**src/rtl/stopwatch_ctrl_pkg.sv**
```systemverilog
// Shared definitions for the stopwatch control block and the display driver:
// state encoding, BCD digit limits, disp_bcd packing and BCD time helpers.
package stopwatch_ctrl_pkg;

   typedef enum logic [1:0] {
      ST_IDLE  = 2'd0,
      ST_RUN   = 2'd1,
      ST_PAUSE = 2'd2,
      ST_LAP   = 2'd3
   } state_t;

   // Largest value a units digit and a tens digit may hold in MM:SS.
   localparam logic [3:0] ONES_MAX = 4'd9;
   localparam logic [3:0] TENS_MAX = 4'd5;

   // Packing of disp_bcd, shared with the scan/decode block.
   localparam int DIGIT_W      = 4;
   localparam int SEC_ONES_LSB = 0;
   localparam int SEC_TENS_LSB = 4;
   localparam int MIN_ONES_LSB = 8;
   localparam int MIN_TENS_LSB = 12;

   typedef struct packed {
      logic [3:0] minTens;
      logic [3:0] minOnes;
      logic [3:0] secTens;
      logic [3:0] secOnes;
   } bcd_time_t;

   localparam bcd_time_t TIME_ZERO = '0;
   localparam bcd_time_t TIME_MAX  = '{minTens: TENS_MAX, minOnes: ONES_MAX,
                                       secTens: TENS_MAX, secOnes: ONES_MAX};

   // Advance a MM:SS value by one second, rippling carries digit by digit
   // and rolling 59:59 over to 00:00.
   function automatic bcd_time_t bcdIncrement(input bcd_time_t t);
      bcd_time_t n;
      n = t;
      if (t.secOnes != ONES_MAX) begin
         n.secOnes = t.secOnes + 4'd1;
      end else begin
         n.secOnes = 4'd0;
         if (t.secTens != TENS_MAX) begin
            n.secTens = t.secTens + 4'd1;
         end else begin
            n.secTens = 4'd0;
            if (t.minOnes != ONES_MAX) begin
               n.minOnes = t.minOnes + 4'd1;
            end else begin
               n.minOnes = 4'd0;
               n.minTens = (t.minTens != TENS_MAX) ? t.minTens + 4'd1 : 4'd0;
            end
         end
      end
      return n;
   endfunction

   // True when the next increment is the 59:59 -> 00:00 rollover.
   function automatic logic bcdIsMax(input bcd_time_t t);
      return (t == TIME_MAX);
   endfunction

endpackage

```
**src/rtl/stopwatch_ctrl_btn_debounce.sv**
```systemverilog
// Push-button conditioner: two-flop synchronizer, stability counter and a
// one-cycle press pulse on each accepted 0->1 change of the debounced level.
module btn_debounce #(
   parameter int DEB_CYCLES = 20
) (
   input  logic clk,
   input  logic rst_n,
   input  logic raw,
   output logic level,
   output logic press
);

   localparam int CW = (DEB_CYCLES > 1) ? $clog2(DEB_CYCLES) : 1;
   localparam logic [CW-1:0] STABLE_LAST = CW'(DEB_CYCLES - 1);

   logic          sync1_q;
   logic          sync2_q;
   logic [CW-1:0] stable_q;
   logic          level_q;
   logic          press_q;

   // Bring the asynchronous pad level into the clock domain.
   always_ff @(posedge clk or negedge rst_n) begin
      if (!rst_n) begin
         sync1_q <= 1'b0;
         sync2_q <= 1'b0;
      end else begin
         sync1_q <= raw;
         sync2_q <= sync1_q;
      end
   end

   // Accept a new level only after it has differed for DEB_CYCLES cycles in a
   // row; any return to the old level restarts the count.
   always_ff @(posedge clk or negedge rst_n) begin
      if (!rst_n) begin
         stable_q <= '0;
         level_q  <= 1'b0;
         press_q  <= 1'b0;
      end else begin
         press_q <= 1'b0;
         if (sync2_q != level_q) begin
            if (stable_q == STABLE_LAST) begin
               level_q  <= sync2_q;
               stable_q <= '0;
               press_q  <= sync2_q;
            end else begin
               stable_q <= stable_q + CW'(1);
            end
         end else begin
            stable_q <= '0;
         end
      end
   end

   assign level = level_q;
   assign press = press_q;

endmodule

```
**src/rtl/stopwatch_ctrl.sv**
```systemverilog
// Stopwatch control: button conditioning, IDLE/RUN/PAUSE/LAP state machine,
// 1 Hz prescaler, BCD MM:SS counter, lap register and registered display mux.
module stopwatch_ctrl
   import stopwatch_ctrl_pkg::*;
#(
   parameter int FREQ       = 2000,
   parameter int DEB_CYCLES = 20
) (
   input  logic        clk,
   input  logic        rst_n,
   input  logic        btn_ss,
   input  logic        btn_lap,
   input  logic        btn_clr,
   output logic [15:0] disp_bcd,
   output logic        running,
   output logic        frozen,
   output logic [1:0]  state,
   output logic        wrap
);

   localparam int PW = (FREQ > 1) ? $clog2(FREQ) : 1;
   localparam logic [PW-1:0] PRE_LAST = PW'(FREQ - 1);

   logic          pressSs;
   logic          pressLap;
   logic          pressClr;
   logic [2:0]    unusedLevel;

   state_t        state_q;
   logic          running_q;
   logic          frozen_q;
   bcd_time_t     lapTime_q;
   bcd_time_t     liveTime_q;
   bcd_time_t     liveTime_d;
   bcd_time_t     dispBcd_q;
   logic [PW-1:0] preCount_q;
   logic          wrap_q;

   logic          counting;
   logic          tick;
   logic          clrAccept;

   // The debounced levels are not needed here; only the press edges act.
   btn_debounce #(.DEB_CYCLES(DEB_CYCLES)) uDebSs (
      .clk   (clk),
      .rst_n (rst_n),
      .raw   (btn_ss),
      .level (unusedLevel[0]),
      .press (pressSs)
   );

   btn_debounce #(.DEB_CYCLES(DEB_CYCLES)) uDebLap (
      .clk   (clk),
      .rst_n (rst_n),
      .raw   (btn_lap),
      .level (unusedLevel[1]),
      .press (pressLap)
   );

   btn_debounce #(.DEB_CYCLES(DEB_CYCLES)) uDebClr (
      .clk   (clk),
      .rst_n (rst_n),
      .raw   (btn_clr),
      .level (unusedLevel[2]),
      .press (pressClr)
   );

   // Time advances in RUN and LAP; clear only has effect when stopped.
   assign counting  = (state_q == ST_RUN) || (state_q == ST_LAP);
   assign tick      = counting && (preCount_q == PRE_LAST);
   assign clrAccept = pressClr && ((state_q == ST_IDLE) || (state_q == ST_PAUSE));

   // State machine with registered status outputs; clear beats start/stop,
   // which beats lap, and lower-priority presses in the same cycle are dropped.
   always_ff @(posedge clk or negedge rst_n) begin
      if (!rst_n) begin
         state_q   <= ST_IDLE;
         running_q <= 1'b0;
         frozen_q  <= 1'b0;
         lapTime_q <= TIME_ZERO;
      end else if (clrAccept) begin
         state_q   <= ST_IDLE;
         running_q <= 1'b0;
         frozen_q  <= 1'b0;
         lapTime_q <= TIME_ZERO;
      end else if (pressSs) begin
         case (state_q)
            ST_IDLE, ST_PAUSE: begin
               state_q   <= ST_RUN;
               running_q <= 1'b1;
               frozen_q  <= 1'b0;
            end
            ST_RUN, ST_LAP: begin
               state_q   <= ST_PAUSE;
               running_q <= 1'b0;
               frozen_q  <= 1'b0;
            end
            default: begin
               state_q <= ST_IDLE;
            end
         endcase
      end else if (pressLap) begin
         case (state_q)
            ST_RUN: begin
               state_q   <= ST_LAP;
               frozen_q  <= 1'b1;
               lapTime_q <= liveTime_q;
            end
            ST_LAP: begin
               state_q  <= ST_RUN;
               frozen_q <= 1'b0;
            end
            default: begin
            end
         endcase
      end
   end

   // Prescaler: runs while counting, holds in PAUSE to keep the fraction.
   always_ff @(posedge clk or negedge rst_n) begin
      if (!rst_n) begin
         preCount_q <= '0;
      end else if (clrAccept) begin
         preCount_q <= '0;
      end else if (counting) begin
         preCount_q <= tick ? '0 : preCount_q + PW'(1);
      end
   end

   // Next live time: one second further on each tick.
   always_comb begin
      liveTime_d = liveTime_q;
      if (tick) begin
         liveTime_d = bcdIncrement(liveTime_q);
      end
   end

   // Live BCD counter and the one-cycle rollover flag that accompanies it.
   always_ff @(posedge clk or negedge rst_n) begin
      if (!rst_n) begin
         liveTime_q <= TIME_ZERO;
         wrap_q     <= 1'b0;
      end else if (clrAccept) begin
         liveTime_q <= TIME_ZERO;
         wrap_q     <= 1'b0;
      end else begin
         liveTime_q <= liveTime_d;
         wrap_q     <= tick && bcdIsMax(liveTime_q);
      end
   end

   // Display register: frozen lap value while in LAP, live time otherwise.
   always_ff @(posedge clk or negedge rst_n) begin
      if (!rst_n) begin
         dispBcd_q <= TIME_ZERO;
      end else begin
         dispBcd_q <= (state_q == ST_LAP) ? lapTime_q : liveTime_q;
      end
   end

   assign disp_bcd[MIN_TENS_LSB +: DIGIT_W] = dispBcd_q.minTens;
   assign disp_bcd[MIN_ONES_LSB +: DIGIT_W] = dispBcd_q.minOnes;
   assign disp_bcd[SEC_TENS_LSB +: DIGIT_W] = dispBcd_q.secTens;
   assign disp_bcd[SEC_ONES_LSB +: DIGIT_W] = dispBcd_q.secOnes;

   assign running = running_q;
   assign frozen  = frozen_q;
   assign state   = state_q;
   assign wrap    = wrap_q;

endmodule

```
**config.mk**
```make
export PLATFORM = sky130hd
export DESIGN_NAME = stopwatch_ctrl
export DESIGN_NICKNAME = d
export VERILOG_FILES = /design/src/rtl/stopwatch_ctrl_pkg.sv /design/src/rtl/stopwatch_ctrl_btn_debounce.sv /design/src/rtl/stopwatch_ctrl.sv
export SDC_FILE = /design/constraint.sdc
export NUM_CORES = 1
export LEC_CHECK = 0
export ABC_AREA = 1
export CORE_UTILIZATION = 45
export DETAILED_ROUTE_END_ITERATION = 16
export HOLD_SLACK_MARGIN = 0.02
export PLACE_DENSITY_LB_ADDON = 0.2
export SLEW_MARGIN = 20
export SYNTH_ARGS = -nofsm -noshare
export SYNTH_HDL_FRONTEND = slang
export SYNTH_HIERARCHICAL = 1
export SYNTH_SLANG_ARGS = --single-unit
```
**constraint.sdc**
```tcl
create_clock -name clk -period 1.3 [get_ports clk]
set_clock_uncertainty 0.05 [all_clocks]
set_input_delay 0.26 -clock clk [delete_from_list [all_inputs] [get_ports clk]]
set_output_delay 0.26 -clock clk [all_outputs]
set_load 0.01 [all_outputs]
```
**Yosys cells after proc, flatten, opt, wreduce, memory -nomap -nowiden**

Cells that the tools add are included.

- Output and inout bits: 21
- Register bits: 91
- Bits of input ports: 5
- Word-level logic and storage cells: 126

- $add $sub $neg: 8
- Multiplexer cells: 43
- Reduce and logical (&&, ||, !) cells: 24
- Equality and inequality tests: 19

Operator list:

| kind | count |
|---|---|
| 2-to-1 mux 16 bit | 7 |
| 2-to-1 mux 11 bit | 3 |
| 2-to-1 mux 5 bit | 6 |
| 2-to-1 mux 4 bit | 5 |
| adder 4 x 1 -> 4 bit, second input constant | 4 |
| == test 16 x 15 -> 1 bit, second input constant | 1 |
| adder 5 x 1 -> 5 bit, second input constant | 3 |
| == test 5 bit, second input constant | 3 |
| 2-to-1 mux 1 bit | 13 |
| 2-to-1 mux 12 bit | 1 |
| adder 11 x 1 -> 11 bit, second input constant | 1 |
| == test 11 bit, second input constant | 1 |
| AND reduction 2 bit | 5 |
| nonzero test 2 bit | 5 |
| 2-to-1 mux 8 bit | 1 |
| != test 2 bit, second input constant | 4 |
| != test 4 x 3 -> 1 bit, second input constant | 2 |
| != test 4 bit, second input constant | 2 |
| one-hot mux 2 bit (2 select lines) | 2 |
| 2-to-1 mux 2 bit | 3 |
| AND reduction 3 bit | 2 |
| == test 2 bit, second input constant | 2 |
| one-hot mux 1 bit (2 select lines) | 2 |
| AND reduction 4 bit | 1 |
| other kinds (9) | 15 |

**Logic depth before layout (Yosys ltp)**

- Depth in word-level cells: 7
- Mapped depth: 9
- Gate-level depth less buffers: 9

**Hierarchy**

The synthesis kept the hierarchy.

Modules (own cells, without submodules):

| module | area each (sq um) | cells each | times used | seq. area each (sq um) |
|---|---|---|---|---|
| stopwatch_ctrl | 3,121.7 | 356 | 1 | 1,601.5 |
| btn_debounce | 375.4 | 40 | 3 | 225.2 |

**Worst setup path before layout**

No wires, ideal clock.

- Path type: register -> register
- Start: register liveTime_q[1] (netlist bit)
- End: register liveTime_q[9] (netlist bit)
- Arrival time: 1.196 ns
- Required time: 1.127 ns
- Path slack: -0.070 ns
- Clock period less this slack: 1.370 ns
- Cell stages (with the launch flop): 8
- Cells stage by stage: dfrtp_1 > inv_1 > ha_1 > nand3_2 > o21ai_4 > nand2_2 > nand2_1 > o21ai_1

- Longest elaborated chain between the ends: 3

Ends and longest elaborated chain:

| element | RTL line | RTL |
|---|---|---|
| start: declaration | stopwatch_ctrl.sv:33 | `bcd_time_t liveTime_q;` |
| start signal: assignment | stopwatch_ctrl.sv:147 | `liveTime_q <= liveTime_d;` |
| != test 4 bit | stopwatch_ctrl_pkg.sv:39 | `if (t.secOnes != ONES_MAX) begin` |
| != test 2 bit (no source line) | n/a |  |
| AND reduction 3 bit (no source line) | n/a |  |

No other way between the ends.
A chain may end at the register's enable or synchronous reset.

**Worst setup path in the final report**

- Start: register preCount_q[1]
- End: register liveTime_q[12] (netlist bit)

- Longest elaborated chain between the ends: 4

Ends and longest elaborated chain:

| element | RTL line | RTL |
|---|---|---|
| start: declaration | stopwatch_ctrl.sv:36 | `logic [PW-1:0] preCount_q;` |
| start signal: assignment | stopwatch_ctrl.sv:126 | `preCount_q <= tick ? '0 : preCount_q + PW'(1);` |
| == test 11 bit | stopwatch_ctrl.sv:70 | `assign tick = counting && (preCount_q == PRE_LAST);` |
| logical AND 1 bit | stopwatch_ctrl.sv:70 |  |
| nonzero test 2 bit (no source line) | n/a |  |
| AND reduction 4 bit (no source line) | n/a |  |

No other way between the ends.

==> summary.md <==
| Metric | Value |
|---|---|
| Filler Cell Count | `771` |
| Worst hold path type | `in2async` |
| DRT antenna net count | `0` |
| CP arrival | `1570 ps` |
| Outcome | `complete, but fails checks` |
| Area after DPL | `5060 um2` |
| First-pass detailed-route iteration total | `4` |
| Gr ovfl total | `0` |
| Die area | `9830 um2` |
| Yosys warnings | `6` |
| Power per cell area | `849 nW/um2` |
| Cell-internal power | `0.00362 W` |
| Final worst path period share | `106%` |
| Fin crit period | `1380 ps` |
| Synth Register Bits | `91` |
| Core area | `9200 um2` |
| Largest net degree at the start of global routing | `26` |
| Worst Slack Setup Final | `-83.3 ps` |
| Clock-pin slew on the worst setup and hold paths | `100 ps` |
| Sequential fraction of the synthesis area | `53.6%` |
| Vias | `3428` |
| Unrepaired setup endpoints after global routing | `yes` |
| Worst-margin pin slew | `309 ps` |
| Final Hold Vio Count | `0` |
| First-pass GRT wire length | `15100 um` |
| Finished Cell Area | `5620 um2` |
| Post-Syn Nets | `493` |
| Antenna diode count | `0` |
| DRC violations left | `0` |
| Drt total wl | `8950 um` |
| Fin. max-slew vios | `0` |
| Initial antenna violation count | `0` |
| CTS tree | `yes` |
| Critical path class | `reg2reg` |
| DP Worst Slack | `-105 ps` |
| Synth Cell Area | `4250 um2` |
| Clk sink count | `91` |
| Slew headroom | `79.4%` |
| Peak VDD IR | `0.000560 V` |
| I/O Pins | `26` |
| Vias/cell | `4.94` |
| Max frequency | `723 MHz` |
| Clock Path Buffers | `2` |
| Switching power | `0.00115 W` |
| Synthesis-to-layout area growth | `32.3%` |
| Layout cell share with drive strength beyond 1 | `31.4%` |
| Core Rows | `35` |
| Crit end category | `flop` |
| CTS H-Tree Depth | `3` |
| Global placer's final weighted congestion | `0.807` |
| Root Buffer | `clkbuf_8` |
| Tot Pwr | `0.00477 W` |
| Starting Density | `46.2%` |
| Max Cap Viol | `0` |
| Clock power frac | `36.1%` |
| Seq. cell area | `2280 um2` |
| CP Launch Type | `flop` |
| Initial DRC count | `109` |
| Gr usage total | `19.4%` |
| WL/cell | `12.9 um` |
| Setup violators final | `26` |
| Num CTS Buffers | `9` |
| Post-synth cell types | `32` |
| Hpwl dp | `6020 um` |
| Vias in the first global route | `3305` |
| Die X | `99.2 um` |
| Leakage | `2.70 nW` |
| Buffers on Ports | `25` |
| Nets@finish | `596` |
| Switching part of the total | `24.1%` |
| Comb pwr share | `3.3%` |
| CP required | `1490 ps` |
| Post-synthesis cell count | `476` |
| Die height | `99.2 um` |
| Syn Area/Cell | `8.92 um2` |
| Final Util | `61.1%` |
| Reg power frac | `60.5%` |
| Failing checks | `negative setup slack` |
| Multi-input gate area in the final layout | `1860 um2` |
| Clock insertion delay at the later pin of the skew report | `350 ps` |
| Peak fanout along the critical path | `6` |
[layer usage]
metal,track usage (%),vias to the layer above,routed length [um]
met4,7.47,0,107
met3,2.81,9,294
met2,33.5,66,4470
met5,0,-,0
met1,25.0,1631,4080
li1,-,1722,-
[final timing paths]
check / startpoint / to / slack (ps) / cells after the start
min in group clk: btn_clr / uDebClr/sync1_q / 290 / 1
worst max-delay path: preCount_q[1] / liveTime_q[12] / -80 / 8
worst min register to register: uDebSs/sync1_q / uDebSs/sync2_q / 310 / 0
worst min-delay path: rst_n / disp_bcd[9] / 290 / 2
worst max register to register: preCount_q[1] / liveTime_q[12] / -80 / 8
max in group asynchronous: rst_n / liveTime_q[5] / 470 / 3
[flip-flops by register name, indices dropped and copies added, names as in the netlist, 2 cells and up]
name,cells
disp_bcd,16
lapTime_q,16
liveTime_q,16
preCount_q,11
uDebClr/stable_q,5
uDebLap/stable_q,5
uDebSs/stable_q,5
state,2
[power by group through the flow]
stage               sequential [W]  clock [W]  combinational, W
floorplan                  0.00294          0         0.0000607
CTS                        0.00289    0.00178          0.000167
detailed placement         0.00295          0          0.000164
global route               0.00290    0.00191          0.000189
finish                     0.00289    0.00172          0.000159
global placement           0.00294          0          0.000158
[critical path, stage by stage, from the launching register on]
cell	delay [ps]
dfrtp_1	380
ha_2	220
nand3_4	80
inv_4	80
nand3_4	110
nand2_8	130
nand3_4	100
nand2_2	80
nand2_2	50
[layout by cell type, fill, tap and decap left out, types with 3 or more instances in the layout]
| cell | netlist | final |
|---|---|---|
| nand2_1 | 105 | 95 |
| dfrtp_1 | 91 | 89 |
| buf_4 | 2 | 58 |
| inv_1 | 59 | 56 |
| nor2_1 | 38 | 31 |
| o21ai_1 | 19 | 28 |
| nand3_1 | 28 | 25 |
| nand2_2 | 9 | 16 |
| o21ai_0 | 23 | 13 |
| nor2_2 | 7 | 12 |
| nand4_1 | 12 | 12 |
| buf_6 | 1 | 11 |
| inv_2 | 9 | 10 |
| o22ai_1 | 12 | 10 |
| clkbuf_8 | 0 | 9 |
| clkdlybuf4s15_1 | 0 | 9 |
| clkbuf_2 | 0 | 8 |
| xnor2_1 | 7 | 7 |
| ha_1 | 12 | 6 |
| buf_12 | 1 | 6 |
| nand3_4 | 1 | 5 |
| nor2_4 | 3 | 5 |
| nand2_4 | 3 | 5 |
| a21oi_1 | 7 | 5 |
| xor2_1 | 4 | 4 |
| ha_2 | 0 | 4 |
| clkinvlp_4 | 0 | 4 |
| buf_2 | 2 | 4 |
| nand2_8 | 1 | 3 |
| nand3_2 | 4 | 3 |
| nor3_1 | 5 | 3 |
| clkdlybuf4s50_1 | 0 | 3 |
[kinds of logic (layout without fill, tap and decap cells)]
kind of cell               Yosys count  in the layout  share of synthesized area, %
and+or+nand+nor                    221            222                          24.9
DFF                                 91             91                          53.6
adders and majority gates           12             12                          3.53
buffers and inverters               79            185                          7.78
xor gates and xnor gates            11             11                          2.27
AOI/OAI and AO/OA                   62             62                          7.92
[per-stage QoR]
| step | TNS [ps] | hold WS [ps] | instances |
|---|---|---|---|
| floorplan | -439 | -85.6 | 476 |
| CTS | -893 | 275 | 687 |
| detailed placement | -1520 | 128 | 658 |
| global placement | -725 | 128 | 658 |
| finish | -1280 | 287 | 694 |
| global route | -4250 | 282 | 694 |
[final cells by class]
| cell class | count | area share [%] |
|---|---|---|
| Clock inverter | 6 | 0.891 |
| Timing Repair Buffer | 102 | 16.2 |
| Tap cell | 111 | 2.47 |
| Sequential cell | 91 | 40.6 |
| Inverter | 68 | 4.63 |
| Clock buffer | 9 | 2.20 |
| Multi-Input combinational cell | 307 | 33.0 |
[synthesized netlist by cell type, drive strengths merged]
cell type,n,area (um2)
nand2,118,504
inv,68,255
nor2,48,220
or2,3,18.8
dfrtp,91,2280
a21oi,7,35.0
nand4,12,75.1
o21ai,43,226
xnor2,7,61.3
xor2,4,35.0
buf,6,56.3
ha,12,150
and3,1,6.26
nor3,6,35.0
nand3,33,198
o22ai,12,75.1
clkbuf,5,18.8
[what timing repair did]
action,4_1_cts,5_1_grt
hold endpoints to repair,18,0
hold buffers,1,0
setup buffers,11,6
pin swaps,21,9
gates resized for setup,81,55
setup endpoints to repair,61,61
gates cloned,2,1
No activity file was read; power rests on OpenSTA's default activity.
